[src/rtl/aq_fadd_pkg.sv]
// Shared encodings for the vector FADD unit: operand formats and the
// sign/exponent/fraction bit positions of each packed IEEE format.
package aq_fadd_pkg;

    typedef enum logic [1:0] {
        FMT_D  = 2'b00,
        FMT_S  = 2'b01,
        FMT_H  = 2'b10,
        FMT_BH = 2'b11
    } fadd_fmt_e;

    // Fraction always starts at bit 0; the exponent sits directly above it.
    localparam int D_SIGN    = 63;
    localparam int D_EXP_LSB = 52;
    localparam int D_EXP_W   = 11;
    localparam int D_FRAC_W  = 52;

    localparam int S_SIGN    = 31;
    localparam int S_EXP_LSB = 23;
    localparam int S_EXP_W   = 8;
    localparam int S_FRAC_W  = 23;

    localparam int H_SIGN    = 15;
    localparam int H_EXP_LSB = 10;
    localparam int H_EXP_W   = 5;
    localparam int H_FRAC_W  = 10;

    localparam int BH_SIGN    = 15;
    localparam int BH_EXP_LSB = 7;
    localparam int BH_EXP_W   = 8;
    localparam int BH_FRAC_W  = 7;

endpackage

[src/rtl/aq_fadd_rslt_lane.sv]
// Single-lane EX2 result merge: picks special, min/max select or add/sub
// result and widens the fields to the common EXP_W/FRAC_W layout.
module aq_fadd_rslt_lane
    import aq_fadd_pkg::*;
#(
    parameter int EXP_W  = 11,
    parameter int FRAC_W = 54
) (
    input  logic [1:0]        fmt,
    input  logic              lane_en,
    input  logic              op_sel,
    input  logic              special_vld,
    input  logic [63:0]       special_data,
    input  logic              sel_sign,
    input  logic [EXP_W-1:0]  sel_e,
    input  logic [FRAC_W-3:0] sel_f,
    input  logic              add_sign,
    input  logic [EXP_W-1:0]  add_e,
    input  logic [FRAC_W-1:0] add_f,
    input  logic              nv,
    output logic              rslt_sign,
    output logic [EXP_W-1:0]  rslt_e,
    output logic [FRAC_W-1:0] rslt_f,
    output logic              rslt_nv,
    output logic              rslt_special_n_sel
);

    logic              sp_sign;
    logic [EXP_W-1:0]  sp_e;
    logic [FRAC_W-1:0] sp_f;

    always_comb begin
        sp_sign = 1'b0;
        sp_e    = '0;
        sp_f    = '0;
        case (fadd_fmt_e'(fmt))
            FMT_D: begin
                sp_sign = special_data[D_SIGN];
                sp_e    = EXP_W'(special_data[D_EXP_LSB +: D_EXP_W]);
                sp_f    = FRAC_W'(special_data[D_FRAC_W-1:0]);
            end
            FMT_S: begin
                sp_sign = special_data[S_SIGN];
                sp_e    = EXP_W'(special_data[S_EXP_LSB +: S_EXP_W]);
                sp_f    = FRAC_W'(special_data[S_FRAC_W-1:0]);
            end
            FMT_H: begin
                sp_sign = special_data[H_SIGN];
                sp_e    = EXP_W'(special_data[H_EXP_LSB +: H_EXP_W]);
                sp_f    = FRAC_W'(special_data[H_FRAC_W-1:0]);
            end
            FMT_BH: begin
                sp_sign = special_data[BH_SIGN];
                sp_e    = EXP_W'(special_data[BH_EXP_LSB +: BH_EXP_W]);
                sp_f    = FRAC_W'(special_data[BH_FRAC_W-1:0]);
            end
        endcase
    end

    // Disabled lanes store all-zero fields so downstream never sees stale data.
    always_comb begin
        rslt_sign          = 1'b0;
        rslt_e             = '0;
        rslt_f             = '0;
        rslt_nv            = 1'b0;
        rslt_special_n_sel = 1'b0;
        if (lane_en) begin
            rslt_nv            = nv;
            rslt_special_n_sel = special_vld | op_sel;
            if (special_vld) begin
                rslt_sign = sp_sign;
                rslt_e    = sp_e;
                rslt_f    = sp_f;
            end else if (op_sel) begin
                rslt_sign = sel_sign;
                rslt_e    = sel_e;
                rslt_f    = {2'b00, sel_f};
            end else begin
                rslt_sign = add_sign;
                rslt_e    = add_e;
                rslt_f    = add_f;
            end
        end
    end

endmodule

[src/rtl/aq_fadd_rslt_pipe.sv]
// Multi-lane EX2->EX3 result merge with a small output FIFO, valid/ready
// handshake, flush and a sticky invalid-operation flag.
module aq_fadd_rslt_pipe
    import aq_fadd_pkg::*;
#(
    parameter int LANES  = 2,
    parameter int FRAC_W = 54,
    parameter int EXP_W  = 11,
    parameter int DEPTH  = 2
) (
    input  logic                      forever_cpuclk,
    input  logic                      cpurst,
    input  logic                      ex2_vld,
    output logic                      ex2_rdy,
    input  logic [1:0]                ex2_fmt,
    input  logic                      ex2_op_sel,
    input  logic                      ex2_op_cmp,
    input  logic [LANES-1:0]          ex2_lane_en,
    input  logic [LANES-1:0]          ex2_special_vld,
    input  logic [LANES*64-1:0]       ex2_special_data,
    input  logic [LANES-1:0]          ex2_sel_sign,
    input  logic [LANES*EXP_W-1:0]    ex2_sel_e,
    input  logic [LANES*(FRAC_W-2)-1:0] ex2_sel_f,
    input  logic [LANES-1:0]          ex2_add_sign,
    input  logic [LANES*EXP_W-1:0]    ex2_add_e,
    input  logic [LANES*FRAC_W-1:0]   ex2_add_f,
    input  logic [LANES-1:0]          ex2_nv,
    output logic                      ex3_vld,
    input  logic                      ex3_rdy,
    output logic [LANES-1:0]          ex3_sign,
    output logic [LANES*EXP_W-1:0]    ex3_e,
    output logic [LANES*FRAC_W-1:0]   ex3_f,
    output logic [LANES-1:0]          ex3_nv,
    output logic                      ex3_nocmp_nosel,
    output logic [LANES-1:0]          ex3_special_n_sel,
    input  logic                      flush,
    input  logic                      nv_clr,
    output logic                      nv_sticky
);

    localparam int PTR_W = $clog2(DEPTH);
    localparam int CNT_W = PTR_W + 1;
    localparam int O_E   = LANES;
    localparam int O_F   = O_E + LANES*EXP_W;
    localparam int O_NV  = O_F + LANES*FRAC_W;
    localparam int O_SN  = O_NV + LANES;
    localparam int O_NC  = O_SN + LANES;
    localparam int ENT_W = O_NC + 1;

    logic [LANES-1:0]        sign_p0;
    logic [LANES*EXP_W-1:0]  e_p0;
    logic [LANES*FRAC_W-1:0] f_p0;
    logic [LANES-1:0]        nv_p0;
    logic [LANES-1:0]        sn_p0;
    logic [ENT_W-1:0]        entry_p0;

    // ---- stage p0: per-lane merge of the EX2 results ----
    for (genvar l = 0; l < LANES; l++) begin : g_lane
        aq_fadd_rslt_lane #(
            .EXP_W  (EXP_W),
            .FRAC_W (FRAC_W)
        ) u_lane (
            .fmt                (ex2_fmt),
            .lane_en            (ex2_lane_en[l]),
            .op_sel             (ex2_op_sel),
            .special_vld        (ex2_special_vld[l]),
            .special_data       (ex2_special_data[l*64 +: 64]),
            .sel_sign           (ex2_sel_sign[l]),
            .sel_e              (ex2_sel_e[l*EXP_W +: EXP_W]),
            .sel_f              (ex2_sel_f[l*(FRAC_W-2) +: FRAC_W-2]),
            .add_sign           (ex2_add_sign[l]),
            .add_e              (ex2_add_e[l*EXP_W +: EXP_W]),
            .add_f              (ex2_add_f[l*FRAC_W +: FRAC_W]),
            .nv                 (ex2_nv[l]),
            .rslt_sign          (sign_p0[l]),
            .rslt_e             (e_p0[l*EXP_W +: EXP_W]),
            .rslt_f             (f_p0[l*FRAC_W +: FRAC_W]),
            .rslt_nv            (nv_p0[l]),
            .rslt_special_n_sel (sn_p0[l])
        );
    end

    assign entry_p0 = {~ex2_op_cmp & ~ex2_op_sel, sn_p0, nv_p0, f_p0, e_p0, sign_p0};

    // ---- stage p1: FIFO storage and handshake ----
    logic [ENT_W-1:0] mem_p1 [DEPTH];
    logic [PTR_W-1:0] wr_ptr_p1;
    logic [PTR_W-1:0] rd_ptr_p1;
    logic [CNT_W-1:0] cnt_p1;
    logic [CNT_W-1:0] cnt_nxt;
    logic             vld_p1;
    logic             rdy_p1;
    logic             sticky_p1;
    logic             push;
    logic             pop;
    logic [ENT_W-1:0] head_p1;

    assign push = ex2_vld & rdy_p1 & ~flush;
    assign pop  = vld_p1 & ex3_rdy;

    always_comb begin
        cnt_nxt = cnt_p1;
        if (flush)
            cnt_nxt = '0;
        else if (push && !pop)
            cnt_nxt = cnt_p1 + CNT_W'(1);
        else if (pop && !push)
            cnt_nxt = cnt_p1 - CNT_W'(1);
    end

    // Storage is data-only; its contents are masked by vld_p1 on the way out.
    always_ff @(posedge forever_cpuclk) begin
        if (push)
            mem_p1[wr_ptr_p1] <= entry_p0;
    end

    // rdy/vld are registered from the next count, so ex3_rdy never reaches ex2_rdy.
    always_ff @(posedge forever_cpuclk or posedge cpurst) begin
        if (cpurst) begin
            wr_ptr_p1 <= '0;
            rd_ptr_p1 <= '0;
            cnt_p1    <= '0;
            vld_p1    <= 1'b0;
            rdy_p1    <= 1'b1;
            sticky_p1 <= 1'b0;
        end else begin
            cnt_p1    <= cnt_nxt;
            vld_p1    <= (cnt_nxt != '0);
            rdy_p1    <= (cnt_nxt < CNT_W'(DEPTH));
            sticky_p1 <= (nv_clr ? 1'b0 : sticky_p1) | (pop & (|ex3_nv));
            if (flush) begin
                wr_ptr_p1 <= '0;
                rd_ptr_p1 <= '0;
            end else begin
                if (push)
                    wr_ptr_p1 <= wr_ptr_p1 + PTR_W'(1);
                if (pop)
                    rd_ptr_p1 <= rd_ptr_p1 + PTR_W'(1);
            end
        end
    end

    assign head_p1 = vld_p1 ? mem_p1[rd_ptr_p1] : '0;

    assign ex2_rdy           = rdy_p1;
    assign ex3_vld           = vld_p1;
    assign nv_sticky         = sticky_p1;
    assign ex3_sign          = head_p1[LANES-1:0];
    assign ex3_e             = head_p1[O_E +: LANES*EXP_W];
    assign ex3_f             = head_p1[O_F +: LANES*FRAC_W];
    assign ex3_nv            = head_p1[O_NV +: LANES];
    assign ex3_special_n_sel = head_p1[O_SN +: LANES];
    assign ex3_nocmp_nosel   = head_p1[O_NC];

endmodule
[config.mk]
export PLATFORM = sky130hd
export DESIGN_NAME = aq_fadd_rslt_pipe
export DESIGN_NICKNAME = d
export VERILOG_FILES = /design/src/rtl/aq_fadd_pkg.sv /design/src/rtl/aq_fadd_rslt_lane.sv /design/src/rtl/aq_fadd_rslt_pipe.sv
export SDC_FILE = /design/constraint.sdc
export NUM_CORES = 1
export LEC_CHECK = 0
export ABC_AREA = 1
export CORE_AREA = 2 2 213 215
export DETAILED_ROUTE_END_ITERATION = 8
export DIE_AREA = 0 0 215 217
export SYNTH_ARGS = -nofsm -noshare
export SYNTH_HDL_FRONTEND = slang
export SYNTH_HIERARCHICAL = 1
export SYNTH_SLANG_ARGS = --single-unit
[constraint.sdc]
create_clock -name forever_cpuclk -period 17.43 [get_ports forever_cpuclk]
set_input_delay 2.6145 -clock forever_cpuclk [delete_from_list [all_inputs] [get_ports forever_cpuclk]]
set_output_delay 2.6145 -clock forever_cpuclk [all_outputs]
set_load 0.02 [all_outputs]
After elaboration in Yosys (flattened, before gate mapping)
Memories as Yosys holds them, arrays and structs flattened. Cells that the tools add are included.

Register bits: 7. Bits in writable memories: 274. Output and inout port bits: 140. Memories: 1.

Memories: mem_p1 (words 2, bits a word 137, read ports 1, clocked after Yosys merged registers in 0, wr ports 1, RTL line aq_fadd_rslt_pipe.sv:86) `logic [ENT_W-1:0] mem_p1 [DEPTH];`.

$add $sub $neg: 4. Magnitude comparators: 1. Equal/unequal tests: 3. Muxes and demuxes: 39. Bitwise logic cells: 11. Reductions and logical operators: 10.

Operators by type and width (count): case mux 54 bit (4 select lines) (2); two-way mux 54 bit (6); two-way mux 137 bit (1); case mux 11 bit (4 select lines) (2); two-way mux 11 bit (6); two-way mux 1 bit (17); two-way mux 2 bit (3); case mux 1 bit (3 select lines) (2); nonzero test 2 bit (3); bitwise AND 1 bit (5); equality test 2 bit, second input constant (2); OR reduction 2 bit (2); inverter 1 bit (3); bitwise OR 1 bit (3); adder 1 bit, second input constant (2); adder 2 x 1 -> 2 bit, second input constant (1); equality test 2 x 1 -> 1 bit, second input constant (1); logical AND 1 bit (2); logical NOT 1 bit (2); logical NOT 2 bit (1); less-than comparator 2 bit, second input constant (1); subtractor 2 x 1 -> 2 bit, second input constant (1).

Depth between registers and ports, before layout
Gate-level depths: netlist of the first run.

Depth in word-level cells: 8. Gate-level depth with buffers: 8. Depth with buffers taken out: 8.

Hierarchy
The synthesis of the first run kept the hierarchy.

Modules (own cells, without submodules): aq_fadd_rslt_pipe (instances 1, cells an instance 778, area each 10607.7 sq um); aq_fadd_rslt_lane (instances 2, cells an instance 467, area each 2233.4 sq um).

Worst setup path after synthesis of the first run
Ideal clock, no wire load.

Kind: input port to flip-flop. Start: in flush. End: mem mem_p1[0][0] (netlist bit), enable pin. Arrival time: 8.608 ns. Required time: 16.794 ns. Path slack: 8.186 ns. Stages on the path: 3. Buffers on the path: 0. Path through: inv_1 > nand3_1 > nor2_1.

Longest elaborated chain between the ends: 4.

RTL lines: start: declaration (RTL line aq_fadd_rslt_pipe.sv:36) `input logic flush,`; inverter 1 bit (RTL line aq_fadd_rslt_pipe.sv:98) `assign push = ex2_vld & rdy_p1 & ~flush;`; bitwise AND 1 bit (RTL line aq_fadd_rslt_pipe.sv:98); two-way mux 1 bit (RTL line aq_fadd_rslt_pipe.sv:113) `if (push)`; two-way mux 1 bit (implied by the code) (RTL line aq_fadd_rslt_pipe.sv:114) `mem_p1[wr_ptr_p1] <= entry_p0;`; end: declaration (RTL line aq_fadd_rslt_pipe.sv:86).

Every way passes these cells.

Worst setup path in the final report of the first run
Start: reg rd_ptr_p1. End: out ex3_f[82].

Longest elaborated chain between the ends: 2.

RTL lines: start: declaration (RTL line aq_fadd_rslt_pipe.sv:88) `logic [PTR_W-1:0] rd_ptr_p1;`; start signal: assignment (RTL line aq_fadd_rslt_pipe.sv:138) `rd_ptr_p1 <= rd_ptr_p1 + PTR_W'(1);`; memory (2 x 137 bit); two-way mux 137 bit (RTL line aq_fadd_rslt_pipe.sv:143) `assign head_p1 = vld_p1 ? mem_p1[rd_ptr_p1] : '0;`; end: declaration (RTL line aq_fadd_rslt_pipe.sv:32) `output logic [LANES*FRAC_W-1:0] ex3_f,`.

Every way passes these cells.

==> flow_summary_export.csv, run 1 <==
group,metric,value,unit
sta,max_freq,0.155,GHz
floorplanning,initial_utilization,33.7,%
drt,viasPerCell,4.90,
global_route,grt_use_met1,30.2,%
clocking,root_buffer,"clkbuf_16",
clocking,cts_tree,"built",
floorplanning,die-area,0.0467,mm²
synth,synth-edff-count,274,
global_route,grt.busiest_layer,"met2",
clocking,cts_resized,0,
final_layout,drive_above_1_share,9.98,%
sta,maxSlewViolCount,0,
global_route,antenna_found_initial,2,
setup_path,critPathMaxFanout,99,
floorplanning,core.rowCount,78,
setup_path,crit_end,"ex3_f[82]",
setup_path,cp_num_cells,5,
floorplanning,die_h,217,µm
synth,syn-num-nets,2116,
setup_path,cp_slowest_stage_delay,0.96,ns
synth,async_flop_share,2.49,%
final_layout,final_cell_mix,"clkdlybuf4s50_1, nand2_1, nor2_1, edfxtp_1, o21ai_0",
sta,min_period,6.43,ns
setup_path,end_kind,"output port",
clocking,htree_levels,2,
drt,drt-initial-drc-count,1012,
global_route,met3_usage,3.94,%
sta,fin_crit_sh,36.9,%
setup_path,path_cells,"inv_4, buf_4, nor2_1, nor2_1, clkdlybuf4s50_1",
clocking,clock-sinks,281,
outcome,status,"finished clean",
setup_path,critPathBufInv,3,
final_layout,seq_area,0.00841,mm²
synth,synth_cells,1712,
setup_path,ff2ff_path_depth,4,
global_route,first_global_vias,13647,
setup_path,r2r_end,"mem_p1[0][91]",
setup_path,reg2reg_slack,14.21,ns
synth,ys_warn_count,6,
drt,ant_nets,0,
drt,routedWlPerCell,19.8,µm
clocking,cts_buffers,34,
setup_path,r2r_start,"ex2_rdy",
sta,finalSetupTns,0,ns
floorplanning,pin_count,544,
setup_path,cpLargestDelayFamily,"buffers and inverters",
setup_path,slowest_stage,"buf_4",
final_layout,nFillCells,4286,
synth,yosysUniqueCellTypes,30,
drt,firstDrtPassIters,5,
setup_path,arrival,3.82,ns
global_route,grt_usage,23.1,%
final_layout,final_common_cell,"clkdlybuf4s50_1",
final_layout,area_growth,44.7,%
clocking,clock_latency,0.52,ns
floorplanning,die_w,215,µm
setup_path,required,14.82,ns
drt,drc_errors,0,
sta,setup_viol,0,
drt,num_vias,13788,
setup_path,startpoint,"rd_ptr_p1",
synth,syn_area_per_cell,8.81,µm²
power,powerDensity,97.6,mW/mm²
worst_hold_path,worstHoldStart,"nv_sticky",
place,place.gp.congestion,0.911,
sta,clock_skew,0.0187,ns
synth,synth_seq_cells,281,
sta,worst_pin_slew,1.24,ns
global_route,gr-usage-met2,39.3,%
power,finalPower,2.13,mW
synth,synth_ff_type,"edfxtp_1",
final_layout,finalNetCount,2593,
final_layout,multiInputGateArea,0.00576,mm²
setup_path,crit_type,"reg2out",
setup_path,startpoint_type,"flip-flop",
power,p_leak,8.30,nW
sta,finalHoldViolCount,0,
clocking,clock_path_buffers,3,
place,portBuffers,543,
setup_path,crit_top_cell,"nor2_1",
global_route,grt_max_degree,100,
synth,syn_area,0.0151,mm²
drt,wirelength,55900,µm
worst_hold_path,hold_path_class,"reg2reg",
run,cap_viol_max_count,0,
clocking,hold_buffers,0,
floorplanning,coreArea,0.0447,mm²
power,peakVddDrop,0.0552,mV
global_route,gr-total-overflow,0,
sta,max_slew_margin,17.0,%
clocking,clk_pin_slew,0.06,ns
sta,rsz0062_at_grt,"false",
clocking,post-cts-setup-buffers,0,
global_route,grt_pass1_wl,82800,µm
place,hpwl,39100,µm
synth,ys_seq_area_share,55.8,%
where the power goes:
| group | total [mW] | internal, mW | leakage [nW] | switching (mW) |
|---|---|---|---|---|
| combinational | 0.603 | 0.256 | 5.08 | 0.347 |
| sequential | 0.812 | 0.788 | 2.65 | 0.0248 |
| clock | 0.715 | 0.443 | 0.565 | 0.272 |
| total | 2.13 | 1.49 | 8.30 | 0.644 |
area by class of cell:
| type | instances | area share (%) |
|---|---|---|
| repair buffers | 560 | 25.4 |
| clock buffers | 47 | 4.55 |
| diodes | 2 | 0.0229 |
| multi-input cells | 1261 | 26.4 |
| flip-flops and latches | 281 | 38.6 |
| well taps | 600 | 3.44 |
| clock inverters | 14 | 0.665 |
| inverters | 51 | 0.912 |
layer usage:
| layer | routed length, µm | share of wire, % |
|---|---|---|
| met1 | 23300 | 42 |
| met4 | 1600 | 2.9 |
| met2 | 27400 | 49 |
| met5 | 0 | 0 |
| met3 | 3510 | 6.3 |
Yosys cell counts (4+ instances only):
library cell / count / area, µm²
a21oi_1: 47 / 235
a21oi_2: 60 / 526
buf_2: 49 / 245
buf_4: 8 / 60.1
buf_6: 21 / 236
clkbuf_1: 27 / 101
clkbuf_2: 11 / 55.1
dfrtp_1: 6 / 150
edfxtp_1: 274 / 8230
inv_1: 41 / 154
inv_2: 5 / 18.8
nand2_1: 431 / 1620
nand2_2: 62 / 388
nand3_1: 76 / 380
nand3b_1: 18 / 135
nor2_1: 367 / 1380
nor2_2: 4 / 25.0
o211ai_1: 14 / 105
o21ai_0: 172 / 861
cells by family after synthesis:
kind of cell	share of synthesized area [%]
and+or+nand+nor	26.6
AOI/OAI and AO/OA	11.5
DFF	55.8
buffers and inverters	6.13
worst register-to-register path, delay by kind of cell (launching register included):
kind          cells  cell delay (ns)
flops             1             0.56
simple gates      2             0.43
buf+inv           2             1.75
metrics by stage:
stage,util (%),area [µm²],cells,hold slack (ns),worst slack [ns]
floorplan,-,15100,1712,0.484,8.19
global placement,46.2,20700,2753,0.530,11.44
detailed placement,46.2,20700,2753,0.566,11.45
CTS,48.8,21800,2814,0.578,10.90
global route,48.8,21800,2816,0.616,10.74
finish,48.8,21800,2816,0.576,11.00
registers in the layout (all words and copies together), names as in the netlist:
signal,flops
ex2_rdy,1
wr_ptr_p1,1
ex3_vld,1
mem_p1,274
cnt_p1,2
rd_ptr_p1,1
nv_sticky,1
how the worst min path moves through the flow:
| stage | endpoint | slack [ns] | cells after the start |
|---|---|---|---|
| after floorplan | wr_ptr_p1 | 0.48 | 1 |
| after global placement | nv_sticky | 0.53 | 2 |
| after detailed placement | nv_sticky | 0.57 | 2 |
| after CTS | nv_sticky | 0.58 | 2 |
| after global routing | wr_ptr_p1 | 0.62 | 1 |
| final | nv_sticky | 0.58 | 2 |
(Power assumes the default switching activity.)
==> inputs of run 2 (changes only) <==
--- a/config.mk
+++ b/config.mk
@@ -9,6 +9,7 @@
 export CORE_AREA = 2 2 213 215
 export DETAILED_ROUTE_END_ITERATION = 8
 export DIE_AREA = 0 0 215 217
+export PLACE_DENSITY = 0.66
 export SYNTH_ARGS = -nofsm -noshare
 export SYNTH_HDL_FRONTEND = slang
 export SYNTH_HIERARCHICAL = 1
==> constraint.sdc (replaced) <==
create_clock -name forever_cpuclk -period 5.35 [get_ports forever_cpuclk]
set_input_delay 0.8025 -clock forever_cpuclk [delete_from_list [all_inputs] [get_ports forever_cpuclk]]
set_output_delay 0.8025 -clock forever_cpuclk [all_outputs]
set_load 0.02 [all_outputs]
==> flow_summary_export.csv, run 2 (synthesized netlist as in run 1, its figures left out) <==
group,metric,value,unit
outcome,status,"finished clean",
final_layout,area_growth,44.8,%
clocking,cts_buffers,35,
floorplanning,die_w,215,µm
final_layout,top_register,"mem_p1",
final_layout,seq_area,0.00841,mm²
drt,drt-initial-drc-count,1040,
clocking,clock-sinks,281,
sta,fin_crit_sh,78.7,%
final_layout,largest_register_ffs,274,
global_route,antenna_found_initial,5,
floorplanning,die-area,0.0467,mm²
place,place.gp.congestion,0.927,
clocking,cts_tree,"built",
power,p_leak,8.29,nW
clocking,clock_latency,0.51,ns
final_layout,nFillCells,4281,
global_route,grt_pass1_wl,83200,µm
floorplanning,die_h,217,µm
final_layout,multiInputGateArea,0.00576,mm²
sta,rsz0062_at_grt,"false",
sta,max_slew_margin,22.4,%
sta,min_period,4.21,ns
place,placed_area,0.0207,mm²
final_layout,drive_above_1_share,9.84,%
run,cap_viol_max_count,0,
drt,firstDrtPassIters,7,
drt,wl_met2,27700,µm
drt,wl_met1,22800,µm
setup_path,reg2reg_slack,2.94,ns
clocking,root_buffer,"clkbuf_16",
global_route,first_global_vias,13820,
clocking,clk_pin_slew,0.05,ns
setup_path,crit_top_cell,"nor2_1",
drt,routedWlPerCell,20.1,µm
global_route,grt_max_degree,77,
setup_path,ff2ff_path_depth,5,
power,powerDensity,314,mW/mm²
sta,finalSetupTns,0,ns
drt,num_vias,13965,
drt,drc_errors,0,
setup_path,startpoint_type,"flip-flop",
setup_path,r2r_start,"rd_ptr_p1",
worst_hold_path,hold_path_class,"in2async",
power,peakVddDrop,0.199,mV
final_layout,finalNetCount,2597,
drt,viasPerCell,4.95,
sta,setup_viol,0,
drt,wirelength,56500,µm
clocking,cts_resized,0,
final_layout,final_cell_mix,"clkdlybuf4s50_1, nand2_1, nor2_1, edfxtp_1, o21ai_0",
sta,finalHoldViolCount,0,
clocking,hold_buffers,0,
sta,max_freq,0.238,GHz
global_route,grt_usage,23.3,%
final_layout,final_common_cell,"clkdlybuf4s50_1",
floorplanning,coreArea,0.0447,mm²
setup_path,r2r_end,"nv_sticky",
floorplanning,initial_utilization,33.7,%
setup_path,path_cells,"inv_4, buf_12, nor2_1, nor2_1, clkdlybuf4s50_1",
clocking,post-cts-setup-buffers,0,
sta,worst_pin_slew,1.16,ns
setup_path,arrival,3.41,ns
drt,maxUsedRoutingLayer,"met5",
setup_path,end_kind,"output port",
place,hpwl,39900,µm
sta,maxSlewViolCount,0,
clocking,htree_levels,2,
setup_path,required,4.55,ns
final_layout,biggestRegsByFlops,"mem_p1: 274 flops, cnt_p1: 2 flops",
place,portBuffers,543,
setup_path,cp_slowest_stage_delay,0.74,ns
drt,ant_nets,0,
final_layout,fin_area,0.0218,mm²
drt,wl_met3,3720,µm
setup_path,critPathMaxFanout,66,
setup_path,crit_type,"reg2out",
sta,clock_skew,0.0175,ns
global_route,gr-total-overflow,0,
floorplanning,pin_count,544,
floorplanning,core.rowCount,78,
setup_path,slowest_stage,"dfrtp_4",
clocking,clock_path_buffers,3,
run 2: changes by cell type in the layout (fill, tap and decap cells not counted), sizes merged:
| cell | previous run | this run |
|---|---|---|
| clkinv | 12 | 13 |
| diode | 2 | 3 |
| inv | 50 | 49 |
| clkinvlp | 0 | 1 |
| bufinv | 3 | 2 |
| clkbuf | 47 | 46 |
| buf | 20 | 23 |
run 2: layer usage:
metal,GRT usage [%],vias up
met2,39.6,533
li1,-,6662
met1,29.1,6643
met4,9.86,4
met5,0,-
met3,4.53,123
run 2: where the power goes:
part	internal, mW	switching [mW]	leakage [nW]
registers	2.57	0.0944	2.65
logic	0.842	1.12	5.11
clock network	1.35	0.882	0.524
total	4.76	2.10	8.29
run 2: critical path, delay by kind of cell (launching register included):
| family | cells | cell delay, ns |
|---|---|---|
| buf+inv | 3 | 1.59 |
| simple gates | 2 | 0.43 |
| flops | 1 | 0.74 |
run 2: worst max-delay path by stage:
stage	startpoint	endpoint	slack (ns)	cells past startpoint
floorplan	flush	mem_p1[0][0]	-2.08	3
global placement	rd_ptr_p1	ex3_f[4]	1.66	5
detailed placement	ex2_special_vld[0]	mem_p1[0][12]	1.63	6
CTS	rd_ptr_p1	ex3_f[4]	1.11	5
global route	rd_ptr_p1	ex3_f[4]	0.92	5
finish	rd_ptr_p1	ex3_f[4]	1.14	5
run 2: per-stage QoR:
stage | total power [mW] | std cells | setup slack (ns) | hold WS (ns) | utilization [%]
4_1_cts | 6.94 | 2816 | 1.11 | 0.525 | 48.8
6_report | 6.86 | 2819 | 1.14 | 0.545 | 48.8
2_1_floorplan | 3.64 | 1712 | -2.08 | 0.484 | -
3_3_place_gp | 4.67 | 2756 | 1.66 | 0.523 | 46.4
3_5_place_dp | 4.68 | 2756 | 1.63 | 0.532 | 46.4
5_1_grt | 7.14 | 2819 | 0.916 | 0.552 | 48.8
run 2: area by class of cell:
cell class,count,area share [%]
multi-input combinational,1261,26.4
tap,600,3.44
inverter,51,0.911
sequential,281,38.5
antenna,3,0.0344
clock buffer,46,4.40
timing repair buffer,563,25.8
clock inverter,14,0.527
==> inputs of run 3 (changes only) <==
--- a/config.mk
+++ b/config.mk
@@ -9,7 +9,6 @@
 export CORE_AREA = 2 2 213 215
 export DETAILED_ROUTE_END_ITERATION = 8
 export DIE_AREA = 0 0 215 217
-export PLACE_DENSITY = 0.66
 export SYNTH_ARGS = -nofsm -noshare
 export SYNTH_HDL_FRONTEND = slang
 export SYNTH_HIERARCHICAL = 1
==> constraint.sdc (replaced) <==
create_clock -name forever_cpuclk -period 4.05 [get_ports forever_cpuclk]
set_input_delay 0.6075 -clock forever_cpuclk [delete_from_list [all_inputs] [get_ports forever_cpuclk]]
set_output_delay 0.6075 -clock forever_cpuclk [all_outputs]
set_load 0.02 [all_outputs]
==> flow_summary_export.csv, run 3 (synthesized netlist as in run 1, its figures left out) <==
group,metric,value,unit
sta,rsz0062_at_grt,"false",
final_layout,fin_area,0.0218,mm²
clocking,hold_buffers,0,
final_layout,biggestRegsByFlops,"mem_p1: 274 flops, cnt_p1: 2 flops",
place,place.gp.congestion,0.898,
final_layout,top_register,"mem_p1",
power,p_int,5.98,mW
global_route,gr-total-overflow,0,
setup_path,slowest_stage,"clkdlybuf4s50_1",
floorplanning,core.rowCount,78,
floorplanning,pin_count,544,
drt,drc_errors,0,
place,portBuffers,543,
global_route,antenna_found_initial,2,
clocking,cts_buffers,31,
drt,firstDrtPassIters,5,
final_layout,drive_above_1_share,9.91,%
global_route,grt_pass1_wl,81000,µm
floorplanning,die_h,217,µm
setup_path,crit_top_cell,"nor2_1",
clocking,clk_pin_slew,0.06,ns
place,hpwl,39100,µm
floorplanning,initial_utilization,33.7,%
sta,max_freq,0.291,GHz
power,p_clk_share,29.4,%
clocking,clock_path_buffers,3,
final_layout,largest_register_ffs,274,
drt,drt-initial-drc-count,1062,
setup_path,cpLargestDelayFamily,"buffers and inverters",
clocking,clock-sinks,281,
sta,min_period,3.44,ns
sta,fin_crit_sh,85.0,%
sta,maxSlewViolCount,0,
drt,num_vias,13741,
outcome,status,"finished clean",
sta,setup_viol,0,
sta,max_slew_margin,40.8,%
power,finalPower,8.65,mW
global_route,met3_usage,3.31,%
run,cap_viol_max_count,0,
final_layout,final_common_cell,"clkdlybuf4s50_1",
sta,clock_skew,0.00580,ns
setup_path,end_kind,"output port",
setup_path,critPathMaxFanout,75,
global_route,gr-usage-met2,39.1,%
drt,wirelength,54500,µm
clocking,cts_tree,"built",
drt,routedWlPerCell,19.3,µm
floorplanning,coreArea,0.0447,mm²
global_route,grt_use_met1,28.9,%
drt,viasPerCell,4.87,
setup_path,required,3.44,ns
setup_path,arrival,2.83,ns
place,post-place-ws,1.17,ns
setup_path,path_cells,"inv_4, buf_12, nor2_1, nor2_1, clkdlybuf4s50_1",
place,placed_area,0.0208,mm²
setup_path,crit_type,"reg2out",
clocking,clock_latency,0.56,ns
setup_path,critPathBufInv,3,
final_layout,finalNetCount,2601,
power,p_leak,8.25,nW
floorplanning,die_w,215,µm
power,combinationalPowerShare,30.7,%
sta,worst_pin_slew,0.888,ns
power,p_seq_share,39.9,%
setup_path,startpoint_type,"flip-flop",
drt,ant_nets,0,
final_layout,utilization,48.7,%
global_route,grt_max_degree,76,
power,powerDensity,398,mW/mm²
sta,timing.final.ws_setup,0.608,ns
global_route,grt.busiest_layer,"met2",
power,switching_share,30.9,%
setup_path,cp_slowest_stage_delay,0.68,ns
sta,finalHoldViolCount,0,
worst_hold_path,hold_path_class,"in2async",
floorplanning,die-area,0.0467,mm²
power,p_switching,2.68,mW
clocking,cts_resized,0,
clocking,root_buffer,"clkbuf_16",
global_route,first_global_vias,13400,
final_layout,area_growth,44.3,%
final_layout,final_cell_mix,"clkdlybuf4s50_1, nand2_1, nor2_1, edfxtp_1, o21ai_0",
clocking,post-cts-setup-buffers,0,
sta,finalSetupTns,0,ns
power,peakVddDrop,0.323,mV
global_route,grt_usage,22.5,%
clocking,htree_levels,1,
==> run 3: worst register-to-register path, stage by stage (launching register included) <==
cell	delay, ns
dfstp_2	0.55
nand3_1	0.28
nor2_4	0.24
buf_4	0.61
==> run 3: layout make-up <==
class / count / area (µm²)
antenna: 2 / 5.00
clock buffer: 48 / 870
clock inverter: 9 / 48.8
fill: 4349 / 22900
inverter: 51 / 199
multi-input combinational: 1261 / 5760
sequential: 281 / 8410
tap: 600 / 751
timing repair buffer: 571 / 5710
==> run 3: metrics by stage <==
stage,instances,hold slack (ns)
after floorplan,1712,0.410
after global placement,2764,0.542
after detailed placement,2764,0.536
after CTS,2821,0.267
after global routing,2823,0.301
final,2823,0.289
==> run 3: power by group through the flow <==
stage	logic, mW	registers, mW	clock network (mW)
after floorplan	1.30	3.50	0
after global placement	2.67	3.51	0
after detailed placement	2.67	3.51	0
after CTS	2.68	3.45	2.63
after global routing	2.85	3.46	2.73
final	2.66	3.45	2.55
==> run 3: metal layers <==
metal  share of wire, %  up-vias
li1                   -     6674
met1                 42     6487
met2                 49      495
met3                5.8       85
met4                3.3        0
met5                  0        -
==> run 3: path summary, 6_finish.rpt <==
| kind | from | slack (ns) | end | cells past startpoint |
|---|---|---|---|---|
| setup / recovery | rd_ptr_p1 | 0.61 | ex3_f[2] | 5 |
| hold / removal | cpurst | 0.29 | nv_sticky | 2 |
| setup reg to reg | ex2_rdy | 1.92 | mem_p1[1][36] | 3 |
| hold reg to reg | nv_sticky | 0.55 | nv_sticky | 2 |
| max in group asynchronous | cpurst | 3.48 | ex2_rdy | 2 |
| min in group forever_cpuclk | nv_sticky | 0.55 | nv_sticky | 2 |
